<file path="src/rtl/line_rasterizer_if.sv">
// line_rasterizer_if: line command in, pixel-write stream out
interface line_rasterizer_if #(parameter int X_W = 10, parameter int Y_W = 9, parameter int COL_W = 8);
    logic             cmd_valid;
    logic             cmd_ready;
    logic [X_W-1:0]   cmd_x0;
    logic [Y_W-1:0]   cmd_y0;
    logic [X_W-1:0]   cmd_x1;
    logic [Y_W-1:0]   cmd_y1;
    logic [COL_W-1:0] cmd_color;
    logic             pix_valid;
    logic             pix_ready;
    logic [X_W-1:0]   pix_x;
    logic [Y_W-1:0]   pix_y;
    logic [COL_W-1:0] pix_color;
    logic             pix_last;
    modport master (
        output cmd_valid, cmd_x0, cmd_y0, cmd_x1, cmd_y1, cmd_color, pix_ready,
        input  cmd_ready, pix_valid, pix_x, pix_y, pix_color, pix_last
    );
    modport slave (
        input  cmd_valid, cmd_x0, cmd_y0, cmd_x1, cmd_y1, cmd_color, pix_ready,
        output cmd_ready, pix_valid, pix_x, pix_y, pix_color, pix_last
    );
endinterface

</file>
<file path="src/rtl/line_rasterizer.sv">
// line_rasterizer: Bresenham engine turning one line command into a pixel-write stream
module line_rasterizer #(parameter int X_W = 10, parameter int Y_W = 9, parameter int COL_W = 8) (
    input  logic clk,
    input  logic rst_n,
    line_rasterizer_if.slave bus,
    output logic busy
);
    localparam int W = (X_W > Y_W ? X_W : Y_W) + 2;
    typedef enum logic [1:0] {IDLE, INIT, DRAW} state_t;
    state_t state, state_nx;
    logic [X_W-1:0] x0, x1, x;
    logic [Y_W-1:0] y0, y1, y;
    logic [COL_W-1:0] color;
    logic signed [W-1:0] dx, dy, err, e2, ddx, ddy, adx, ady;
    logic sx, sy, last, fire, step_x, step_y;
    always_comb begin
        ddx = signed'(W'(x1)) - signed'(W'(x0));
        ddy = signed'(W'(y1)) - signed'(W'(y0));
        adx = ddx < 0 ? -ddx : ddx;
        ady = ddy < 0 ? -ddy : ddy;
        e2 = err <<< 1;
        step_x = e2 >= dy;
        step_y = e2 <= dx;
        last = x == x1 && y == y1;
        fire = state == DRAW && bus.pix_ready;
        state_nx = state == IDLE ? (bus.cmd_valid ? INIT : IDLE) :
                   state == INIT ? DRAW : (fire && last) ? IDLE : DRAW;
    end
    assign bus.cmd_ready = state == IDLE;
    assign bus.pix_valid = state == DRAW;
    assign bus.pix_last  = state == DRAW && last;
    assign bus.pix_x     = x;
    assign bus.pix_y     = y;
    assign bus.pix_color = color;
    assign busy          = state != IDLE;
    always_ff @(posedge clk) state <= !rst_n ? IDLE : state_nx;
    always_ff @(posedge clk) begin
        if (!rst_n) begin
            x0 <= '0;
            y0 <= '0;
            x1 <= '0;
            y1 <= '0;
            x <= '0;
            y <= '0;
            color <= '0;
            dx <= '0;
            dy <= '0;
            err <= '0;
            sx <= 1'b0;
            sy <= 1'b0;
        end else if (state == IDLE && bus.cmd_valid) begin
            x0 <= bus.cmd_x0;
            y0 <= bus.cmd_y0;
            x1 <= bus.cmd_x1;
            y1 <= bus.cmd_y1;
            color <= bus.cmd_color;
        end else if (state == INIT) begin
            dx <= adx;
            dy <= -ady;
            err <= adx - ady;
            sx <= !(x0 < x1);
            sy <= !(y0 < y1);
            x <= x0;
            y <= y0;
        end else if (fire && !last) begin
            // both tests use the pre-update err; their contributions add
            err <= err + (step_x ? dy : '0) + (step_y ? dx : '0);
            x <= step_x ? (sx ? x - X_W'(1) : x + X_W'(1)) : x;
            y <= step_y ? (sy ? y - Y_W'(1) : y + Y_W'(1)) : y;
        end
    end
endmodule
</file>
<file path="src/flat_wrapper.sv">
// flat-port wrapper written by rule: the top's interface ports become plain ports
module line_rasterizer_flat 
#(parameter int X_W = 10, parameter int Y_W = 9, parameter int COL_W = 8)
  (clk, rst_n, busy, bus_cmd_valid, bus_cmd_x0, bus_cmd_y0, bus_cmd_x1, bus_cmd_y1, bus_cmd_color, bus_pix_ready, bus_cmd_ready, bus_pix_valid, bus_pix_x, bus_pix_y, bus_pix_color, bus_pix_last);
  line_rasterizer_if #(.X_W(X_W), .Y_W(Y_W), .COL_W(COL_W)) bus_i ();
  input  logic clk;
  input  logic rst_n;
  output logic busy;
  input wire logic [$bits(bus_i.cmd_valid)-1:0] bus_cmd_valid;
  input wire logic [$bits(bus_i.cmd_x0)-1:0] bus_cmd_x0;
  input wire logic [$bits(bus_i.cmd_y0)-1:0] bus_cmd_y0;
  input wire logic [$bits(bus_i.cmd_x1)-1:0] bus_cmd_x1;
  input wire logic [$bits(bus_i.cmd_y1)-1:0] bus_cmd_y1;
  input wire logic [$bits(bus_i.cmd_color)-1:0] bus_cmd_color;
  input wire logic [$bits(bus_i.pix_ready)-1:0] bus_pix_ready;
  output wire logic [$bits(bus_i.cmd_ready)-1:0] bus_cmd_ready;
  output wire logic [$bits(bus_i.pix_valid)-1:0] bus_pix_valid;
  output wire logic [$bits(bus_i.pix_x)-1:0] bus_pix_x;
  output wire logic [$bits(bus_i.pix_y)-1:0] bus_pix_y;
  output wire logic [$bits(bus_i.pix_color)-1:0] bus_pix_color;
  output wire logic [$bits(bus_i.pix_last)-1:0] bus_pix_last;
  assign bus_i.cmd_valid = bus_cmd_valid;
  assign bus_i.cmd_x0 = bus_cmd_x0;
  assign bus_i.cmd_y0 = bus_cmd_y0;
  assign bus_i.cmd_x1 = bus_cmd_x1;
  assign bus_i.cmd_y1 = bus_cmd_y1;
  assign bus_i.cmd_color = bus_cmd_color;
  assign bus_i.pix_ready = bus_pix_ready;
  assign bus_cmd_ready = bus_i.cmd_ready;
  assign bus_pix_valid = bus_i.pix_valid;
  assign bus_pix_x = bus_i.pix_x;
  assign bus_pix_y = bus_i.pix_y;
  assign bus_pix_color = bus_i.pix_color;
  assign bus_pix_last = bus_i.pix_last;
  line_rasterizer #(.X_W(X_W), .Y_W(Y_W), .COL_W(COL_W)) u_core (.clk(clk), .rst_n(rst_n), .bus(bus_i), .busy(busy));
endmodule
</file>
<file path="config.mk">
export PLATFORM = sky130hd
export DESIGN_NAME = line_rasterizer_flat
export DESIGN_NICKNAME = d
export VERILOG_FILES = /design/src/rtl/line_rasterizer_if.sv /design/src/rtl/line_rasterizer.sv /design/src/flat_wrapper.sv
export SDC_FILE = /design/constraint.sdc
export NUM_CORES = 1
export LEC_CHECK = 0
export BUFFER_PORTS_ARGS = -buffer_cell sky130_fd_sc_hd__buf_2
export CORE_ASPECT_RATIO = 0.8
export CORE_MARGIN = 2
export CORE_UTILIZATION = 57
export CTS_CLUSTER_SIZE = 20
export DETAILED_ROUTE_END_ITERATION = 8
export GPL_TIMING_DRIVEN = 0
export PLACE_DENSITY = 0.73
export RECOVER_POWER = 25
export SYNTH_ARGS = -nofsm -noshare
export SYNTH_HDL_FRONTEND = slang
export SYNTH_SLANG_ARGS = --single-unit
</file>
<file path="constraint.sdc">
create_clock -name clk -period 8.6 [get_ports clk]
set_input_delay 1.29 -clock clk [delete_from_list [all_inputs] [get_ports clk]]
set_output_delay 1.29 -clock clk [all_outputs]
set_load 0.02 [all_outputs]
</file>
==> results of run 1 <==
path summary, 6_finish.rpt:
path	startpoint	to	slack [ps]	cells past startpoint
worst max register to register	u_core.dy[10]	u_core.err[10]	3270	18
worst min-delay path	u_core.bus.pix_color[3]	u_core.bus.pix_color[3]	460	2
worst max-delay path	u_core.dy[10]	u_core.err[10]	3270	18
worst min register to register	u_core.bus.pix_color[3]	u_core.bus.pix_color[3]	460	2
registers in the layout, indices dropped and copies added, names as in the netlist, 9 cells and up:
signal and cells:
u_core.bus.pix_x 10, u_core.bus.pix_y 9, u_core.dx 12, u_core.dy 12, u_core.err 11, u_core.x0 10, u_core.x1 10, u_core.y0 9
u_core.y1 9
kinds of logic after synthesis:
kind of cell	Yosys count
AOI/OAI and AO/OA	276
and+or+nand+nor	360
buffers and inverters	145
xor gates and xnor gates	73
DFF	104
adders and majority gates	94
muxes	14
stage by stage:
stage	std cells	utilization (%)	total power (W)	cell area (um^2)
after global placement	1330	62.9	0.00174	8990
after detailed placement	1330	62.9	0.00176	8990
after global routing	1346	64.9	0.00238	9280
after floorplan	1066	-	0.00147	8360
final	1346	64.9	0.00223	9280
after CTS	1346	65.1	0.00221	9310
where the power goes:
group / switching [W] / internal [W] / leakage, nW
combinational: 0.000725 / 0.000477 / 3.01
sequential: 0.0000521 / 0.000524 / 0.852
clock: 0.000219 / 0.000235 / 0.156
area by class of cell:
type                            count  area [um^2]
Buffer                             45          215
Clock inverter                      7         92.6
Clock buffer                        9          225
Tap cell                          184          230
Sequential cell                   104         2080
Timing Repair Buffer               80          367
Fill cell                        1315         5020
Inverter                          100          375
Multi-Input combinational cell    817         5690
routing by layer:
layer	global-route usage, %	up-vias	part of all wire (%)
met3	7.72	40	8.3
met2	48.0	321	43
met5	0	-	0
met4	9.36	0	2.8
met1	44.0	3631	46
li1	-	3911	-
placed cells by master, fill, tap and decap left out, types with 17 or more instances in the layout:
| cell | netlist | final |
|---|---|---|
| nand2_1 | 159 | 159 |
| dfxtp_1 | 104 | 104 |
| inv_1 | 99 | 99 |
| a21oi_1 | 94 | 94 |
| ha_1 | 78 | 78 |
| nor2_1 | 69 | 69 |
| clkbuf_1 | 32 | 61 |
| buf_2 | 6 | 59 |
| xnor2_1 | 38 | 38 |
| o21ai_0 | 34 | 34 |
| xor2_1 | 32 | 32 |
| a211oi_1 | 31 | 31 |
| nor3_1 | 19 | 19 |
| a21o_1 | 17 | 17 |
critical path: stages (launching register included):
cell and delay [ps]:
dfxtp_1 420, inv_1 100, ha_1 300, and4_1 240, o211ai_1 100, o21ai_1 740, clkbuf_1 460, nand2_1 130
fa_1 550, inv_1 60, ha_1 280, a21o_1 190, a211oi_1 220, nor2_1 100, o41ai_1 420, o21ai_0 240
xnor2_1 360, mux2i_1 260, a211oi_2 60
==> flow_metrics.py, run 1 <==
metrics = {
    "status": {
        "status": "complete, no violations",
    },
    "die": {
        "dieArea_um2": 15700,
        "io_pins": 81,
        "start_util_pct": 58.5,
        "num_rows": 39,
        "core_area_um2": 14300,
        "die_width_um": 139,
        "die_h_um": 112,
    },
    "synth": {
        "synth_most_common_cell": "nand2_1",
        "ys_warn_count": 0,
        "seq_area_frac_synth_pct": 24.9,
        "yosys.area_share.simple_pct": 20.4,
        "synthMuxAreaShare_pct": 1.69,
        "synthTopCellsByArea": "dfxtp_1 25%, ha_1 12%, nand2_1 7.1%, a21oi_1 5.6%, inv_1 4.4%",
        "synth_area_um2": 8360,
        "synthFlopType": "dfxtp_1",
        "syn-num-nets": 1210,
        "synth_edf_count": 0,
        "synth_top_cell_area_share_pct": 24.9,
        "ys_types": 90,
        "synth-xor-area-share_pct": 7.92,
        "synth_top_family_by_area": "compound AO/OA/AOI/OAI gates",
        "syn_avg_cell_area_um2": 7.84,
        "synth_common_cells": "159 x nand2_1, 104 x dfxtp_1, 99 x inv_1, 94 x a21oi_1, 78 x ha_1",
        "ys_seq_elements": 104,
        "synthAdderAreaFrac_pct": 15.5,
        "synth_cells": 1066,
        "synth_compound_area_share_pct": 22.6,
        "yosys.area.top_type": "dfxtp_1",
        "async_reset_ff_share_pct": 0,
    },
    "drt": {
        "drt_wl_total_um": 24100,
        "drtPass1Iterations": 6,
        "routed_via_density": 5.87,
        "postRouteAntennaNets": 0,
        "post_drt_wl_per_cell_um": 17.9,
        "drt_iter0_drc": 642,
        "vias": 7903,
        "drc": 0,
    },
    "cts": {
        "cts_tree": "done",
        "ctsResizeCount": 0,
        "cts_setup_buffers": 0,
        "insertion_delay_ps": 370,
        "htree_num_levels": 3,
        "numCtsBuffers": 9,
        "clock_path_buffers": 2,
        "numClockSinks": 104,
        "clk_pin_slew_ps": 80,
        "cts_hold_buf": 0,
        "root_buffer": "clkbuf_16",
    },
    "power_and_ir_drop": {
        "leakage_nw": 4.02,
        "pwr_density_cell_nw_per_um2": 241,
        "ir_drop_mv": 0.154,
    },
    "sta": {
        "rsz0062_at_grt": "false",
        "post-route-min-period_ps": 5330,
        "max_freq_ghz": 0.188,
        "fin_ws_ps": 3270,
        "whs_ps": 457,
        "max-slew-margin-rel_pct": 36.6,
        "tightest_slew_ps": 945,
        "finClkSkew_ps": 9.34,
        "tns_ps": 0,
        "finalSetupViolCount": 0,
        "period_share_pct": 62.0,
        "hold_viol": 0,
        "maxSlewViolCount": 0,
    },
    "critical_path": {
        "critPathKind": "reg -> reg",
        "cp-start-kind": "flop",
        "critPathMaxFanout": 10,
        "worstPathRequired_ps": 8850,
        "end_kind": "flop",
        "cp.arrival_ps": 5580,
    },
    "final_layout": {
        "antenna_cells": 0,
        "final_nets": 1301,
        "layout-drive-gt1-share_pct": 10.7,
        "syn_to_final_growth_pct": 10.9,
    },
    "global_route": {
        "grt_overflow": 0,
        "grt_pass1_wl_um": 38900,
        "grt_max_degree": 21,
        "grt_usage_pct": 31.3,
        "grt_antenna_before_repair": 0,
        "grt_pass1_vias": 7370,
    },
    "place": {
        "port_buffers": 80,
        "preCtsSetupSlack_ps": 3380,
        "dpl.hpwl_um": 19100,
        "gp_congestion": 0.972,
    },
    "run": {
        "drv_cap": 0,
    },
    "min_path": {
        "hp-class": "reg -> reg",
    },
}
Note: power is estimated with default switching activity, not from simulation.
==> run 2: changes to the inputs <==
==> constraint.sdc (replaced) <==
create_clock -name clk -period 5.1 [get_ports clk]
set_input_delay 0.765 -clock clk [delete_from_list [all_inputs] [get_ports clk]]
set_output_delay 0.765 -clock clk [all_outputs]
set_load 0.02 [all_outputs]
==> run 2 against run 1 <==
Die area stayed put. Worst setup slack worse by 3000 ps. Utilization about the same. Global-route usage hardly changed. Final cell count is essentially flat. Flip-flop and latch count unchanged. Fmax grew 9.7%. Non-clock buffer count fell by 1. Clock power up 68%. Largest cell class unchanged. Highest routed layer unchanged.
==> flow_metrics.py, run 2 (same netlist as run 1, synthesis figures left out) <==
metrics = {
    "status": {
        "status": "complete, no violations",
    },
    "final_layout": {
        "final_cell_area_um2": 9280,
        "largestRegisters": "u_core.dx: 12 flops, u_core.dy: 12 flops, u_core.err: 11 flops",
        "syn_to_final_growth_pct": 11.0,
        "multi_input_area_um2": 5700,
        "antenna_cells": 0,
        "layout-drive-gt1-share_pct": 10.9,
        "regArea_um2": 2080,
        "mostFrequentLayoutCell": "nand2_1",
        "final_cell_mix": "159 x nand2_1, 104 x dfxtp_1, 99 x inv_1, 94 x a21oi_1, 78 x ha_1",
        "fill_cells": 1312,
        "final_nets": 1300,
        "fin_util_pct": 64.9,
    },
    "critical_path": {
        "rr_worst_depth": 18,
        "critPathMaxFanout": 12,
        "cp.arrival_ps": 5110,
        "end_kind": "flop",
        "cp-start-kind": "flop",
        "reg2reg_slack_ps": 240,
        "r2r_end": "u_core.err[10]",
        "critPathKind": "reg -> reg",
        "r2r-start": "u_core.dx[9]",
        "worstPathRequired_ps": 5350,
    },
    "global_route": {
        "grt_antenna_before_repair": 0,
        "grt_pass1_vias": 7380,
        "grt_max_degree": 21,
        "grt_pass1_wl_um": 38900,
        "grt_overflow": 0,
        "grt_usage_pct": 31.4,
    },
    "die": {
        "die_h_um": 112,
        "die_width_um": 139,
        "num_rows": 39,
        "dieArea_um2": 15700,
        "core_area_um2": 14300,
        "start_util_pct": 58.5,
        "io_pins": 81,
    },
    "cts": {
        "cts_setup_buffers": 0,
        "cts_hold_buf": 0,
        "insertion_delay_ps": 370,
        "numCtsBuffers": 9,
        "cts_tree": "done",
        "numClockSinks": 104,
        "clock_path_buffers": 2,
        "clk_pin_slew_ps": 80,
        "root_buffer": "clkbuf_16",
        "htree_num_levels": 3,
    },
    "sta": {
        "hold_viol": 0,
        "rsz0062_at_grt": "false",
        "finClkSkew_ps": 9.58,
        "maxSlewViolCount": 0,
        "max_freq_ghz": 0.206,
        "max-slew-margin-rel_pct": 45.9,
        "tightest_slew_ps": 812,
        "tns_ps": 0,
        "finalSetupViolCount": 0,
        "period_share_pct": 95.3,
        "post-route-min-period_ps": 4860,
    },
    "power_and_ir_drop": {
        "clockPowerShare_pct": 20.3,
        "sequentialPowerShare_pct": 25.8,
        "pwr_density_cell_nw_per_um2": 406,
        "internal_power_w": 0.00209,
        "ir_drop_mv": 0.259,
        "leakage_nw": 4.02,
        "p_sw_w": 0.00168,
        "swShare_pct": 44.5,
        "combPwrFrac_pct": 53.9,
    },
    "drt": {
        "drt_iter0_drc": 698,
        "routed_via_density": 5.88,
        "vias": 7912,
        "drc": 0,
        "post_drt_wl_per_cell_um": 18.0,
        "drt_wl_total_um": 24200,
        "postRouteAntennaNets": 0,
        "drtPass1Iterations": 6,
    },
    "place": {
        "place_area_um2": 8990,
        "port_buffers": 80,
        "dpl.hpwl_um": 19100,
        "gp_congestion": 0.972,
    },
    "min_path": {
        "whs_path_depth": 2,
        "hp-class": "reg -> reg",
        "worstHoldEndpoint": "u_core.bus.pix_color[3]",
        "min-delay-start": "u_core.bus.pix_color[3]",
    },
    "run": {
        "drv_cap": 0,
    },
}
-- run 2: critical path: stages, from the launching register on --
cell,delay (ps)
dfxtp_1,370
inv_1,90
ha_1,290
a21o_1,190
a2111oi_1,500
o21a_1,220
or2_2,300
nand2_1,130
fa_1,570
inv_1,60
ha_1,280
a21o_1,190
a211oi_1,220
nor2_1,100
o41ai_2,310
o21ai_0,220
xnor2_1,380
mux2i_1,260
a211oi_2,60
-- run 2: through the flow --
stage                     worst slack [ps]  cells  hold WS (ps)  power, W
after floorplan                        689   1066           426   0.00249
after global placement                -119   1330           441   0.00294
after detailed placement              -121   1330           446   0.00297
after CTS                              100   1345           458   0.00373
after global routing                  20.3   1345           486   0.00403
final                                  241   1345           457   0.00377
-- run 2: cell type report --
type / instances / area share (%)
Multi-Input combinational cell: 817 / 61.4
Sequential cell: 104 / 22.4
Inverter: 100 / 4.04
Timing Repair Buffer: 80 / 3.94
Tap cell: 184 / 2.48
Clock buffer: 9 / 2.43
Buffer: 44 / 2.29
Clock inverter: 7 / 0.998
-- run 2: power groups by stage --
stage	logic (W)	registers [W]	clock network, W
floorplan	0.00151	0.000979	0
global placement	0.00195	0.000986	0
detailed placement	0.00198	0.000986	0
CTS	0.00200	0.000968	0.000763
global route	0.00224	0.000980	0.000805
finish	0.00203	0.000973	0.000764
-- run 2: what timing repair did --
item                                    in CTS  in global routing
endpoints found under the hold margin        0                  0
gates resized for setup                      1                  5
endpoints found under the setup margin       1                  2
-- run 2: worst max-delay path by stage --
stage	startpoint	cells past startpoint	to	slack, ps
after global placement	u_core.dx[9]	19	u_core.err[10]	-120
final	u_core.dx[9]	18	u_core.err[10]	240
after global routing	u_core.dx[9]	20	u_core.err[9]	20
after floorplan	u_core.dx[9]	19	u_core.err[10]	690
after CTS	u_core.dy[10]	18	u_core.err[10]	100
after detailed placement	u_core.dx[9]	19	u_core.err[10]	-120
-- run 2: routing by layer --
layer / global-route usage [%] / up-vias / wire length, um
li1: - / 3915 / -
met1: 44.0 / 3650 / 11200
met2: 48.2 / 307 / 10300
met3: 7.72 / 40 / 1990
met4: 9.09 / 0 / 642
met5: 0 / - / 0
